## src/rtl/btn_debounce4_pkg.sv

```systemverilog
// Shared definitions for the push-button debouncer: per-channel FSM state
// encoding and the counter width helper.
package btn_debounce4_pkg;

    localparam logic [1:0] ST_LO_STABLE = 2'd0;
    localparam logic [1:0] ST_LO_TO_HI  = 2'd1;
    localparam logic [1:0] ST_HI_STABLE = 2'd2;
    localparam logic [1:0] ST_HI_TO_LO  = 2'd3;

    typedef enum logic [1:0] {
        LO_STABLE = ST_LO_STABLE,
        LO_TO_HI  = ST_LO_TO_HI,
        HI_STABLE = ST_HI_STABLE,
        HI_TO_LO  = ST_HI_TO_LO
    } db_state_t;

    // Bits needed to hold values 0..value-1; never less than one bit.
    function automatic int clog2w(input int value);
        return (value <= 2) ? 1 : $clog2(value);
    endfunction

endpackage

```

## src/rtl/btn_debounce4_chan.sv

```systemverilog
// One debounced button channel: 2-flop synchronizer, 4-state debounce FSM,
// stability counter and long-press hold counter, all outputs registered.
module db_chan
    import btn_debounce4_pkg::*;
#(
    parameter int DB_MS   = 10,
    parameter int LONG_MS = 1000
) (
    input  logic clk,
    input  logic R,
    input  logic ce1ms,
    input  logic btn_in,
    output logic btn_lvl,
    output logic btn_pe,
    output logic btn_ne,
    output logic btn_long
);

    localparam int DB_W   = clog2w(DB_MS + 1);
    localparam int HOLD_W = clog2w(LONG_MS + 1);

    localparam logic [DB_W-1:0]   DB_LAST   = DB_W'(DB_MS - 1);
    localparam logic [HOLD_W-1:0] HOLD_LAST = HOLD_W'(LONG_MS - 1);
    localparam logic [HOLD_W-1:0] HOLD_MAX  = HOLD_W'(LONG_MS);

    logic [1:0]        sync_q;
    logic              din;
    db_state_t         state;
    logic [DB_W-1:0]   db_cnt;
    logic [HOLD_W-1:0] hold_cnt;

    assign din = sync_q[1];

    // NOTE: every register here uses <= so all flops sample pre-edge values;
    // blocking assignments would let later statements see updated state.
    always_ff @(posedge clk or posedge R) begin
        if (R) begin
            sync_q <= '0;
        end else begin
            sync_q <= {sync_q[0], btn_in};
        end
    end

    always_ff @(posedge clk or posedge R) begin
        if (R) begin
            state    <= LO_STABLE;
            db_cnt   <= '0;
            hold_cnt <= '0;
            btn_lvl  <= 1'b0;
            btn_pe   <= 1'b0;
            btn_ne   <= 1'b0;
            btn_long <= 1'b0;
        end else begin
            btn_pe   <= 1'b0;
            btn_ne   <= 1'b0;
            btn_long <= 1'b0;

            // Hold time keeps running through a release bounce and saturates,
            // so a single press yields at most one long pulse.
            if ((state == HI_STABLE || state == HI_TO_LO) && ce1ms && hold_cnt != HOLD_MAX) begin
                hold_cnt <= hold_cnt + 1'b1;
                if (hold_cnt == HOLD_LAST) begin
                    btn_long <= 1'b1;
                end
            end

            case (state)
                LO_STABLE: begin
                    if (din) begin
                        state  <= LO_TO_HI;
                        db_cnt <= '0;
                    end
                end
                LO_TO_HI: begin
                    if (!din) begin
                        state <= LO_STABLE;
                    end else if (ce1ms) begin
                        db_cnt <= db_cnt + 1'b1;
                        if (db_cnt == DB_LAST) begin
                            state    <= HI_STABLE;
                            btn_lvl  <= 1'b1;
                            btn_pe   <= 1'b1;
                            hold_cnt <= '0;
                        end
                    end
                end
                HI_STABLE: begin
                    if (!din) begin
                        state  <= HI_TO_LO;
                        db_cnt <= '0;
                    end
                end
                HI_TO_LO: begin
                    if (din) begin
                        state <= HI_STABLE;
                    end else if (ce1ms) begin
                        db_cnt <= db_cnt + 1'b1;
                        if (db_cnt == DB_LAST) begin
                            state   <= LO_STABLE;
                            btn_lvl <= 1'b0;
                            btn_ne  <= 1'b1;
                        end
                    end
                end
                default: state <= LO_STABLE;
            endcase
        end
    end

endmodule

```

## src/rtl/btn_debounce4.sv

```systemverilog
// Multi-channel push-button debouncer with press/release/long-press pulses;
// one independent db_chan per button.
module btn_debounce4
    import btn_debounce4_pkg::*;
#(
    parameter int N_CH    = 4,
    parameter int DB_MS   = 10,
    parameter int LONG_MS = 1000
) (
    input  logic            clk,
    input  logic            R,
    input  logic            ce1ms,
    input  logic [N_CH-1:0] btn_in,
    output logic [N_CH-1:0] btn_lvl,
    output logic [N_CH-1:0] btn_pe,
    output logic [N_CH-1:0] btn_ne,
    output logic [N_CH-1:0] btn_long
);

    for (genvar i = 0; i < N_CH; i++) begin : g_chan
        db_chan #(
            .DB_MS   (DB_MS),
            .LONG_MS (LONG_MS)
        ) u_chan (
            .clk      (clk),
            .R        (R),
            .ce1ms    (ce1ms),
            .btn_in   (btn_in[i]),
            .btn_lvl  (btn_lvl[i]),
            .btn_pe   (btn_pe[i]),
            .btn_ne   (btn_ne[i]),
            .btn_long (btn_long[i])
        );
    end

endmodule

```

## config.mk

```make
export PLATFORM = sky130hd
export DESIGN_NAME = btn_debounce4
export DESIGN_NICKNAME = d
export VERILOG_FILES = /design/src/rtl/btn_debounce4_pkg.sv /design/src/rtl/btn_debounce4_chan.sv /design/src/rtl/btn_debounce4.sv
export SDC_FILE = /design/constraint.sdc
export NUM_CORES = 1
export LEC_CHECK = 0
export ABC_AREA = 1
export CORE_MARGIN = 5
export CORE_UTILIZATION = 30
export CTS_CLUSTER_DIAMETER = 150
export DETAILED_ROUTE_END_ITERATION = 12
export PLACE_DENSITY_LB_ADDON = 0.08
export SYNTH_ARGS = -nofsm -noshare
export SYNTH_HDL_FRONTEND = slang
export SYNTH_SLANG_ARGS = --single-unit
export TNS_END_PERCENT = 50
```

## constraint.sdc

```tcl
create_clock -name clk -period 6.45 [get_ports clk]
set_clock_uncertainty 0.2 [all_clocks]
set_input_delay 1.29 -clock clk [delete_from_list [all_inputs] [get_ports clk]]
set_output_delay 1.29 -clock clk [all_outputs]
set_load 0.01 [all_outputs]
```

==> results.md, run 1 <==
- Min Tclk post-route: 3.17 ns
- First-pass GRT wire length: 16.1 mm
- H-tree Lvls: 3
- Ys flop type: dfrtp_1
- FF-to-FF path depth: 9
- GRT Total Usage: 0.109
- Finished Layout Cells: 825
- Post-DP HPWL: 6.51 mm
- Max-slew violation count: 0
- Largest net degree at the start of global routing: 48
- Core box area: 0.0157 sq mm
- RSZ-0062 raised after global routing: false
- Vias in the first global route: 3,467
- Total Nets Final: 627
- Initial antenna violation count: 0
- CTS tree: built
- Port bufs: 22
- WP buf/inv: 2
- Mapped Nets: 615
- Crit path top cell by count: nor2_1
- Die ar.: 0.0184 sq mm
- Post-CTS setup buffers: 0
- Wire length per cell: 11.3 um
- # diodes: 0
- Inserted Clock Buffers: 9
- I/O pins: 23
- Hold-fix buffers, CTS: 0
- R2r setup slk: 4.55 ns
- Clock Sinks: 88
- Area after DPL: 0.00505 sq mm
- Placer congestion estimate: 0.794
- Synth Warn #: 0
- Crit Path Class: input port to register
- Worst skew pair latency: 0.34 ns
- Sequence of cells on the critical path: clkdlybuf4s50_1, nand4_4, nor2_1, nand2_2, nor2_4, inv_2, o21ai_0, nor2_1
- Worst Setup SP: ce1ms
- Final worst path period share: 0.491
- Power per Cell Area: 335 mW/mm^2
- Pwr Total: 1.79 mW
- Setup WS post-layout: 3.28 ns
- Setup TNS: 0 ns
- Syn_area_per_cell: 7.99 sq um
- Std cell rows: 46
- Clk buf depth: 2
- Critical Path Sink: g_chan[1].u_chan.hold_cnt[8]$_DFF_PP0_
- Design area: 0.00535 sq mm
- Die Y: 136 um
- Sequential share of the synthesized area: 0.465
- Via count: 3,592
- Static Leakage: 2.69 nW
- Fmax: 316 MHz
- Placed cells: 809
- FFs w/ async S/R, synth: 1.00
- Final hold viol count: 0
- R2r endpoint: g_chan[0].u_chan.hold_cnt[1]$_DFF_PP0_
- Post-route DRC violation count: 0
- DRT iter0 DRCs: 165
- Max incr delay on CP: 0.96 ns
- Initial Util: 0.302
- Detailed Route WL: 9.28 mm
- Total gr overflow: 0
- Peak supply drop: 167 uV
- DP Worst Slack: 2.86 ns
- Distinct cell type count after synthesis: 36
- Instance count on the critical path: 8
- Root Driver: clkbuf_16
- Post-synthesis cell count: 592
- First-pass iteration count of the detailed router: 4
- Mapped Area: 0.00473 sq mm
- #FFs+latches synth: 88
- Setup violators final: 0
- PostCTS Resize Cnt: 0
- Class of the worst hold path: register to register
- Post-synth EDFFs: 0
- Via density: 4.35
- Tightest Pin Transition: 0.760 ns
- Worst relative slew slack: 0.491
- Status: finished clean
- Crit path capture type: register
- CP top delay family: buffers and inverters
- Chip Width: 136 um
- Max-cap violations: 0
- Layout cells sized above 1: 0.0690
- CP max-delay cell: clkdlybuf4s50_1
- Reg-to-Reg Start: g_chan[0].u_chan.db_cnt[1]$_DFFE_PP0P_
- Startpoint types: input port
- Required @ worst endpoint: 6.48 ns
- DRT antenna net count: 0
- Syn-to-layout area delta: 13.2%
- Clock-pin slew on the worst setup and hold paths: 0.06 ns
- Worst Path Max Fanout: 16
- Crit path DAT: 3.20 ns
## cell usage after synthesis, types with 2 or more instances
cell type  number  area (sq um)
a21oi_1        16          80.1
a31oi_1         2          12.5
buf_4          18           135
buf_6           2          22.5
dfrtp_1        88          2200
ha_1           16           200
inv_1          93           349
inv_2           4          15.0
nand2_1       125           469
nand2_2         6          37.5
nand2_4         3          33.8
nand3_1        36           180
nand4_1        15          93.8
nor2_1         76           285
nor3_1         12          60.1
nor3_2          4          40.0
o21ai_0        39           195
o21ai_1         2          10.0
o21ai_2         2          17.5
o22ai_1         2          12.5
o31ai_1         3          22.5
or2_2           3          18.8
xnor2_1        10          87.6
xor2_1          3          26.3
## layout by cell type (no fill, tap or decap), types with 2 or more instances in the layout
master / instances
clkdlybuf4s50_1: 22
o21ai_2: 2
or2_2: 3
inv_1: 92
o31ai_1: 3
clkbuf_8: 2
nor2_1: 76
xnor2_1: 10
a21oi_1: 16
dfrtp_1: 88
inv_2: 4
o21ai_0: 39
nand4_1: 15
nand2_4: 3
a31oi_1: 2
xor2_1: 3
ha_1: 16
nand2_2: 6
nand2_1: 125
clkinv_2: 3
clkbuf_1: 2
nor3_1: 12
nand3_1: 36
clkbuf_16: 9
o22ai_1: 2
o21ai_1: 2
nor3_2: 4
## sequential cells by signal, summed over array words and instances, names as in the netlist, named ones only
register and cells:
g_chan.u_chan.sync_q 8, g_chan.u_chan.btn_ne 4, g_chan.u_chan.btn_pe 4, g_chan.u_chan.btn_long 4, g_chan.u_chan.state 4, g_chan.u_chan.db_cnt 16, g_chan.u_chan.btn_lvl 4, g_chan.u_chan.hold_cnt 40
## per-stage QoR
| stage | util | hold WS [ns] |
|---|---|---|
| finish | 0.342 | 0.147 |
| global route | 0.342 | 0.154 |
| CTS | 0.342 | 0.152 |
| detailed placement | 0.323 | 0.136 |
| global placement | 0.323 | 0.142 |
| floorplan | - | 0.131 |
## cell type report
| class | count | area, sq um |
|---|---|---|
| Clock buffer | 13 | 260 |
| Clock inverter | 3 | 40.0 |
| Fill cell | 1676 | 10300 |
| Inverter | 97 | 365 |
| Multi-Input combinational cell | 385 | 1990 |
| Sequential cell | 88 | 2200 |
| Tap cell | 216 | 270 |
| Timing Repair Buffer | 23 | 228 |
## power by group
group          switching (mW)  internal, mW  leakage (nW)
clock network           0.212         0.320         0.150
logic                   0.281         0.171          1.48
registers               0.134         0.672          1.06
total                   0.627          1.16          2.69
## worst register-to-register path, cell delays in order, from the launching register on
cell and delay (ns):
dfrtp_1 0.41, inv_1 0.07, ha_1 0.14, nand2_1 0.05, nor2_1 0.13, nand3_1 0.21, nor3_4 0.28, inv_2 0.13
o21ai_0 0.11, nor2_1 0.06
## cells by family (layout without fill, tap and decap cells)
group | after synthesis | count (layout) | share of synthesized area
and+or+nand+nor | 286 | 286 | 0.273
buffers and inverters | 119 | 136 | 0.114
DFF | 88 | 88 | 0.465
AOI/OAI and AO/OA | 69 | 69 | 0.0788
adders and majority gates | 16 | 16 | 0.0423
xor gates and xnor gates | 13 | 13 | 0.0241
muxes | 1 | 1 | 0.00212
## worst min path at each step
stage	from	endpoint	slack (ns)	depth (start not counted)
after floorplan	g_chan[0].u_chan.sync_q[0]$_DFF_PP0_	g_chan[0].u_chan.sync_q[1]$_DFF_PP0_	0.13	0
after global placement	g_chan[3].u_chan.sync_q[0]$_DFF_PP0_	g_chan[3].u_chan.sync_q[1]$_DFF_PP0_	0.14	0
after detailed placement	g_chan[0].u_chan.sync_q[0]$_DFF_PP0_	g_chan[0].u_chan.sync_q[1]$_DFF_PP0_	0.14	0
after CTS	g_chan[1].u_chan.sync_q[0]$_DFF_PP0_	g_chan[1].u_chan.sync_q[1]$_DFF_PP0_	0.15	0
after global routing	g_chan[3].u_chan.sync_q[0]$_DFF_PP0_	g_chan[3].u_chan.sync_q[1]$_DFF_PP0_	0.15	0
final	g_chan[0].u_chan.sync_q[0]$_DFF_PP0_	g_chan[0].u_chan.sync_q[1]$_DFF_PP0_	0.15	0
## layer usage
layer	share of wire	wire length [um]	track usage	up-vias
met3	0.034	319	0.0319	11
met2	0.46	4250	0.173	42
met4	0.015	142	0.0431	0
met1	0.49	4570	0.140	1657
met5	0	0	0	-
li1	-	-	-	1882
No activity file was read; power rests on OpenSTA's default activity.
==> inputs of run 2 (changes only) <==
==> constraint.sdc (replaced) <==
create_clock -name clk -period 3.1 [get_ports clk]
set_clock_uncertainty 0.2 [all_clocks]
set_input_delay 0.62 -clock clk [delete_from_list [all_inputs] [get_ports clk]]
set_output_delay 0.62 -clock clk [all_outputs]
set_load 0.01 [all_outputs]
==> run 2 against run 1 <==
Final cell count up 0.36%. Setup slack lost 2.6 ns. Combinational power grew 110%. Highest routed layer unchanged. Non-clock buffer count grew 3. Utilization rose by 0.75 points. Flip-flop and latch count did not move. Via count is essentially flat.
==> results.md, run 2 (synthesis results as in run 1) <==
- Port bufs: 22 (unchanged)
- Post-CTS setup buffers: 0 (unchanged)
- Std cell rows: 46 (unchanged)
- Final worst path period share: 0.765
- Crit path capture type: register
- Final hold viol count: 0 (unchanged)
- Max FFs per register: 40 (unchanged)
- Clock-pin slew on the worst setup and hold paths: 0.06 ns (about the same)
- Initial Util: 0.302 (unchanged)
- Via count: 3,594 (+0.056%)
- Inserted Clock Buffers: 9 (unchanged)
- Hold slack: 0.149 ns (+0.00161 ns)
- GRT Total Usage: 0.111 (+0.00224)
- R2r setup slk: 1.23 ns (-3.32 ns)
- Largest Register: g_chan.u_chan.hold_cnt
- Vias in the first global route: 3,523 (+1.6%)
- Core box area: 0.0157 sq mm (unchanged)
- Tightest Pin Transition: 0.533 ns (-0.227 ns)
- Design area: 0.00547 sq mm (+2.2%)
- Die Y: 136 um (unchanged)
- Static Leakage: 2.74 nW (+1.9%)
- Filler cells: 1,651 (-1.5%)
- First-pass GRT wire length: 16.4 mm (+1.7%)
- PostCTS Resize Cnt: 0 (unchanged)
- Via density: 4.34 (-0.31%)
- Largest regs: g_chan.u_chan.hold_cnt x40, g_chan.u_chan.db_cnt x16, g_chan.u_chan.sync_q x8
- Post-route DRC violation count: 0 (unchanged)
- Largest net degree at the start of global routing: 34 (-29%)
- Max-slew violation count: 0 (unchanged)
- # diodes: 0 (unchanged)
- Max-cap violations: 0 (unchanged)
- First-pass iteration count of the detailed router: 4 (unchanged)
- Detailed Route WL: 9.27 mm (-0.11%)
- Worst relative slew slack: 0.643 (+0.152)
- DRT iter0 DRCs: 162 (-1.8%)
- Status: finished clean
- Commonest non-fill, non-tap cells in the layout: nand2_1, inv_1, dfrtp_1, nor2_1, o21ai_0
- Peak supply drop: 396 uV (+140%)
- Startpoint types: input port
- Commonest non-fill, non-tap cell in the layout: nand2_1
- Total Nets Final: 630 (+0.48%)
- Total gr overflow: 0 (unchanged)
- DRT antenna net count: 0 (unchanged)
- Class of the worst hold path: register to register
- Power per Cell Area: 727 mW/mm^2 (+120%)
- Placer congestion estimate: 0.774 (-2.5%)
- Setup violators final: 0 (unchanged)
- Required @ worst endpoint: 3.14 ns (-3.34 ns)
- Clk buf depth: 2 (unchanged)
- Crit path DAT: 2.41 ns (-0.79 ns)
- I/O pins: 23 (unchanged)
- Min Tclk post-route: 2.37 ns
- Clock Sinks: 88 (unchanged)
- Crit Path Class: input port to register
- H-tree Lvls: 3 (unchanged)
- Fmax: 422 MHz
- Pwr Total: 3.98 mW (+120%)
- Worst skew pair latency: 0.34 ns (about the same)
- Setup TNS: 0 ns (unchanged)
- Die ar.: 0.0184 sq mm (unchanged)
- RSZ-0062 raised after global routing: false
- Worst Path Max Fanout: 11 (-5)
- Wire length per cell: 11.2 um (-0.47%)
- CTS tree: built
- Root Driver: clkbuf_16
- Hold-fix buffers, CTS: 0 (unchanged)
- Initial antenna violation count: 0 (unchanged)
- Area after DPL: 0.00510 sq mm (+0.94%)
- Layout cells sized above 1: 0.0752 (+0.00620)
- Syn-to-layout area delta: 15.7%
- Chip Width: 136 um (unchanged)
- Post-DP HPWL: 6.72 mm (+3.3%)
==> run 2: cell type report <==
cell class,count,area [sq um],area share
Multi-Input combinational cell,385,1990,0.363
Clock inverter,5,128,0.0233
Sequential cell,88,2200,0.402
Inverter,97,365,0.0668
Clock buffer,11,243,0.0444
Tap cell,216,270,0.0494
Timing Repair Buffer,26,275,0.0503
==> run 2: worst paths after layout <==
kind                                                   startpoint                                     end  cells after the start
min in group asynchronous                                       R    g_chan[3].u_chan.sync_q[0]$_DFF_PP0_                      2
min reg2reg                  g_chan[1].u_chan.sync_q[0]$_DFF_PP0_    g_chan[1].u_chan.sync_q[1]$_DFF_PP0_                      0
max in group asynchronous                                       R  g_chan[0].u_chan.hold_cnt[6]$_DFF_PP0_                      3
max                                                         ce1ms  g_chan[2].u_chan.hold_cnt[3]$_DFF_PP0_                      9
min                          g_chan[1].u_chan.sync_q[0]$_DFF_PP0_    g_chan[1].u_chan.sync_q[1]$_DFF_PP0_                      0
max reg2reg                g_chan[0].u_chan.db_cnt[1]$_DFFE_PP0P_  g_chan[0].u_chan.hold_cnt[5]$_DFF_PP0_                      9
==> run 2: power by group <==
group          total (mW)  internal [mW]  leakage [nW]  switching [mW]
clock                1.35          0.892         0.176           0.461
combinational       0.941          0.360          1.50           0.581
sequential           1.68           1.40          1.06           0.284
==> run 2: critical path, cell delays in order <==
cell and delay, ns:
clkdlybuf4s50_1 0.80, buf_4 0.21, nand2_1 0.05, inv_1 0.13, nand2_1 0.25, nor2_1 0.17, nand2_1 0.06, nand2_1 0.05
nor2_1 0.04
==> run 2: per-layer routing <==
| metal | track usage | part of all wire | up-vias |
|---|---|---|---|
| met5 | 0 | 0 | - |
| met4 | 0.0319 | 0.014 | 0 |
| met3 | 0.0394 | 0.031 | 8 |
| met2 | 0.181 | 0.47 | 33 |
| met1 | 0.141 | 0.48 | 1666 |
| li1 | - | - | 1887 |
==> run 2: metrics by stage <==
stage | setup WS [ns] | instances | utilization
2_1_floorplan | 0.00145 | 592 | -
3_3_place_gp | 0.415 | 812 | 0.326
3_5_place_dp | 0.359 | 812 | 0.326
4_1_cts | 0.723 | 828 | 0.350
5_1_grt | 0.575 | 828 | 0.350
6_report | 0.729 | 828 | 0.350
==> inputs of run 3 (changes only) <==
==> constraint.sdc (replaced) <==
create_clock -name clk -period 1.98 [get_ports clk]
set_clock_uncertainty 0.2 [all_clocks]
set_input_delay 0.396 -clock clk [delete_from_list [all_inputs] [get_ports clk]]
set_output_delay 0.396 -clock clk [all_outputs]
set_load 0.01 [all_outputs]
==> run 3 against run 2 <==
Clock power rose by 24%. Wire length is 4.7% higher. Register-to-register slack got worse by 1.1 ns. Via count grew 4.0%. Critical path depth fell by 8. First-iteration DRC count increased by 9.9%. Count of clock-buffer cells in the layout up 3. Power grew 48%. Hold slack got worse by 0.0030 ns. Global-route usage is 0.50 points higher. Largest cell class unchanged. Largest power group unchanged.
==> results.md, run 3 (synthesis results as in run 1) <==
- Status: finished clean
- DRT antenna net count: 0 (unchanged)
- Post-route DRC violation count: 0 (unchanged)
- Instance count on the critical path: 1 (-8)
- Die ar.: 0.0184 sq mm (unchanged)
- Vias in the first global route: 3,796 (+7.7%)
- Worst skew pair latency: 0.34 ns (about the same)
- Commonest non-fill, non-tap cell in the layout: nand2_1
- Critical Path Sink: btn_lvl[0]
- CP max-delay cell: clkdlybuf4s50_1
- Worst Setup SP: g_chan[0].u_chan.btn_lvl$_DFFE_PP0P_
- CTS tree: built
- Peak supply drop: 475 uV (+20%)
- Total Nets Final: 659 (+4.6%)
- Sequence of cells on the critical path: clkdlybuf4s50_1
- Std cell rows: 46 (unchanged)
- Crit path DAT: 1.23 ns (-1.18 ns)
- Clock Sinks: 88 (unchanged)
- Min Tclk post-route: 1.82 ns
- GRT Total Usage: 0.116 (+0.00495)
- # diodes: 0 (unchanged)
- Crit Path Class: register to output port
- Clk buf depth: 2 (unchanged)
- WP buf/inv: 1 (-2)
- Tightest Pin Transition: 0.324 ns (-0.209 ns)
- Sw power: 2.10 mW (+59%)
- Commonest non-fill, non-tap cells in the layout: nand2_1, inv_1, dfrtp_1, nor2_1, o21ai_0
- Max FFs per register: 40 (unchanged)
- DRT iter0 DRCs: 178 (+9.9%)
- Detailed Route WL: 9.71 mm (+4.7%)
- Clock-pin slew on the worst setup and hold paths: 0.06 ns (about the same)
- Clock power share: 0.282 (-0.058)
- Final worst path period share: 0.920
- Initial antenna violation count: 0 (unchanged)
- Seq pwr share: 0.441 (+0.018)
- Chip Width: 136 um (unchanged)
- Setup TNS: 0 ns (unchanged)
- Post-DP HPWL: 6.92 mm (+2.9%)
- Largest Register: g_chan.u_chan.hold_cnt
- Setup violators final: 0 (unchanged)
- Total gr overflow: 0 (unchanged)
- Class of the worst hold path: register to register
- Reg-to-Reg Start: g_chan[2].u_chan.hold_cnt[1]$_DFF_PP0_
- Placer congestion estimate: 0.791 (+2.2%)
- I/O pins: 23 (unchanged)
- Crit path capture type: output port
- Max-cap violations: 0 (unchanged)
- RSZ-0062 raised after global routing: false
- FF-to-FF path depth: 9 (unchanged)
- Max incr delay on CP: 0.54 ns (-0.26 ns)
- Hold slack: 0.146 ns (-0.00303 ns)
- Inserted Clock Buffers: 9 (unchanged)
- Startpoint types: register
- Root Driver: clkbuf_16
- R2r setup slk: 0.16 ns (-1.07 ns)
- Initial Util: 0.302 (unchanged)
- CP top delay family: buffers and inverters
- First-pass iteration count of the detailed router: 4 (unchanged)
- First-pass GRT wire length: 17.3 mm (+5.9%)
- Sw Share: 0.356 (+0.0227)
- Via density: 4.36 (+0.46%)
- R2r endpoint: g_chan[2].u_chan.hold_cnt[9]$_DFF_PP0_
- Port bufs: 22 (unchanged)
- Pwr Total: 5.90 mW (+48%)
- Largest regs: g_chan.u_chan.hold_cnt x40, g_chan.u_chan.db_cnt x16, g_chan.u_chan.sync_q x8
- DP Worst Slack: -0.139 ns (-0.498 ns)
- Filler cells: 1,692 (+2.5%)
- Static Leakage: 2.85 nW (+3.8%)
- Finished Layout Cells: 857 (+3.5%)
- Core box area: 0.0157 sq mm (unchanged)
- Die Y: 136 um (unchanged)
- Power per Cell Area: 1050 mW/mm^2 (+44%)
- Largest net degree at the start of global routing: 46 (+35%)
- Max-slew violation count: 0 (unchanged)
- Setup WS post-layout: 0.159 ns (-0.570 ns)
- Final hold viol count: 0 (unchanged)
- Worst Path Max Fanout: 2 (-9)
- Fmax: 549 MHz
- Worst relative slew slack: 0.783 (+0.140)
- Syn-to-layout area delta: 19.1%
- Required @ worst endpoint: 1.38 ns (-1.76 ns)
- Layout cells sized above 1: 0.122 (+0.0465)
- Logic pwr share: 0.276 (+0.039)
- Wire length per cell: 11.3 um (+1.1%)
- Via count: 3,737 (+4.0%)
- H-tree Lvls: 3 (unchanged)
- Placed cells: 838 (+3.2%)
- Int Power: 3.80 mW (+43%)
run 3: changes by cell type in the layout (fill, tap and decap cells not counted), sizes merged:
cell	delta
buf	+29
clkbuf	+3
bufinv	-4
clkinvlp	+1
run 3: stage by stage:
stage                      util  instance area, sq um
after global placement    0.339                  5310
after global routing      0.360                  5640
final                     0.360                  5640
after detailed placement  0.339                  5310
after CTS                 0.358                  5600
after floorplan               -                  4730
run 3: timing repair:
item                                    4_1_cts  5_1_grt
hold buffers                                  0        0
gates resized for setup                       0        7
setup buffers                                 0        3
endpoints found under the setup margin        0        4
run 3: cell type report:
class,instances,area (sq um),area share
timing repair buffer,55,513,0.0910
inverter,97,368,0.0653
tap,216,270,0.0480
sequential,88,2200,0.391
clock inverter,2,12.5,0.00222
clock buffer,14,274,0.0486
multi-input combinational,385,2000,0.354
run 3: how the worst min path moves through the flow:
| stage | start | end | slack (ns) | cells after the start |
|---|---|---|---|---|
| final | g_chan[0].u_chan.sync_q[0]$_DFF_PP0_ | g_chan[0].u_chan.sync_q[1]$_DFF_PP0_ | 0.15 | 0 |
| after CTS | g_chan[0].u_chan.sync_q[0]$_DFF_PP0_ | g_chan[0].u_chan.sync_q[1]$_DFF_PP0_ | 0.15 | 0 |
| after detailed placement | g_chan[1].u_chan.sync_q[0]$_DFF_PP0_ | g_chan[1].u_chan.sync_q[1]$_DFF_PP0_ | 0.14 | 0 |
| after global placement | g_chan[1].u_chan.sync_q[0]$_DFF_PP0_ | g_chan[1].u_chan.sync_q[1]$_DFF_PP0_ | 0.14 | 0 |
| after global routing | g_chan[2].u_chan.sync_q[0]$_DFF_PP0_ | g_chan[2].u_chan.sync_q[1]$_DFF_PP0_ | 0.16 | 0 |
| after floorplan | g_chan[0].u_chan.sync_q[0]$_DFF_PP0_ | g_chan[0].u_chan.sync_q[1]$_DFF_PP0_ | 0.13 | 0 |
run 3: per-layer routing:
layer | GRT usage | routed length, um | up-vias
met5 | 0 | 0 | -
met4 | 0.0470 | 184 | 0
met3 | 0.0264 | 293 | 10
met2 | 0.184 | 4410 | 34
met1 | 0.154 | 4820 | 1750
li1 | - | - | 1943
run 3: power by group through the flow:
| stage | clock (mW) | combinational, mW | sequential, mW |
|---|---|---|---|
| finish | 1.67 | 1.63 | 2.60 |
| global route | 1.81 | 1.92 | 2.68 |
| CTS | 1.74 | 1.64 | 2.61 |
| detailed placement | 0 | 1.63 | 2.64 |
| global placement | 0 | 1.59 | 2.64 |
| floorplan | 0 | 1.29 | 2.51 |
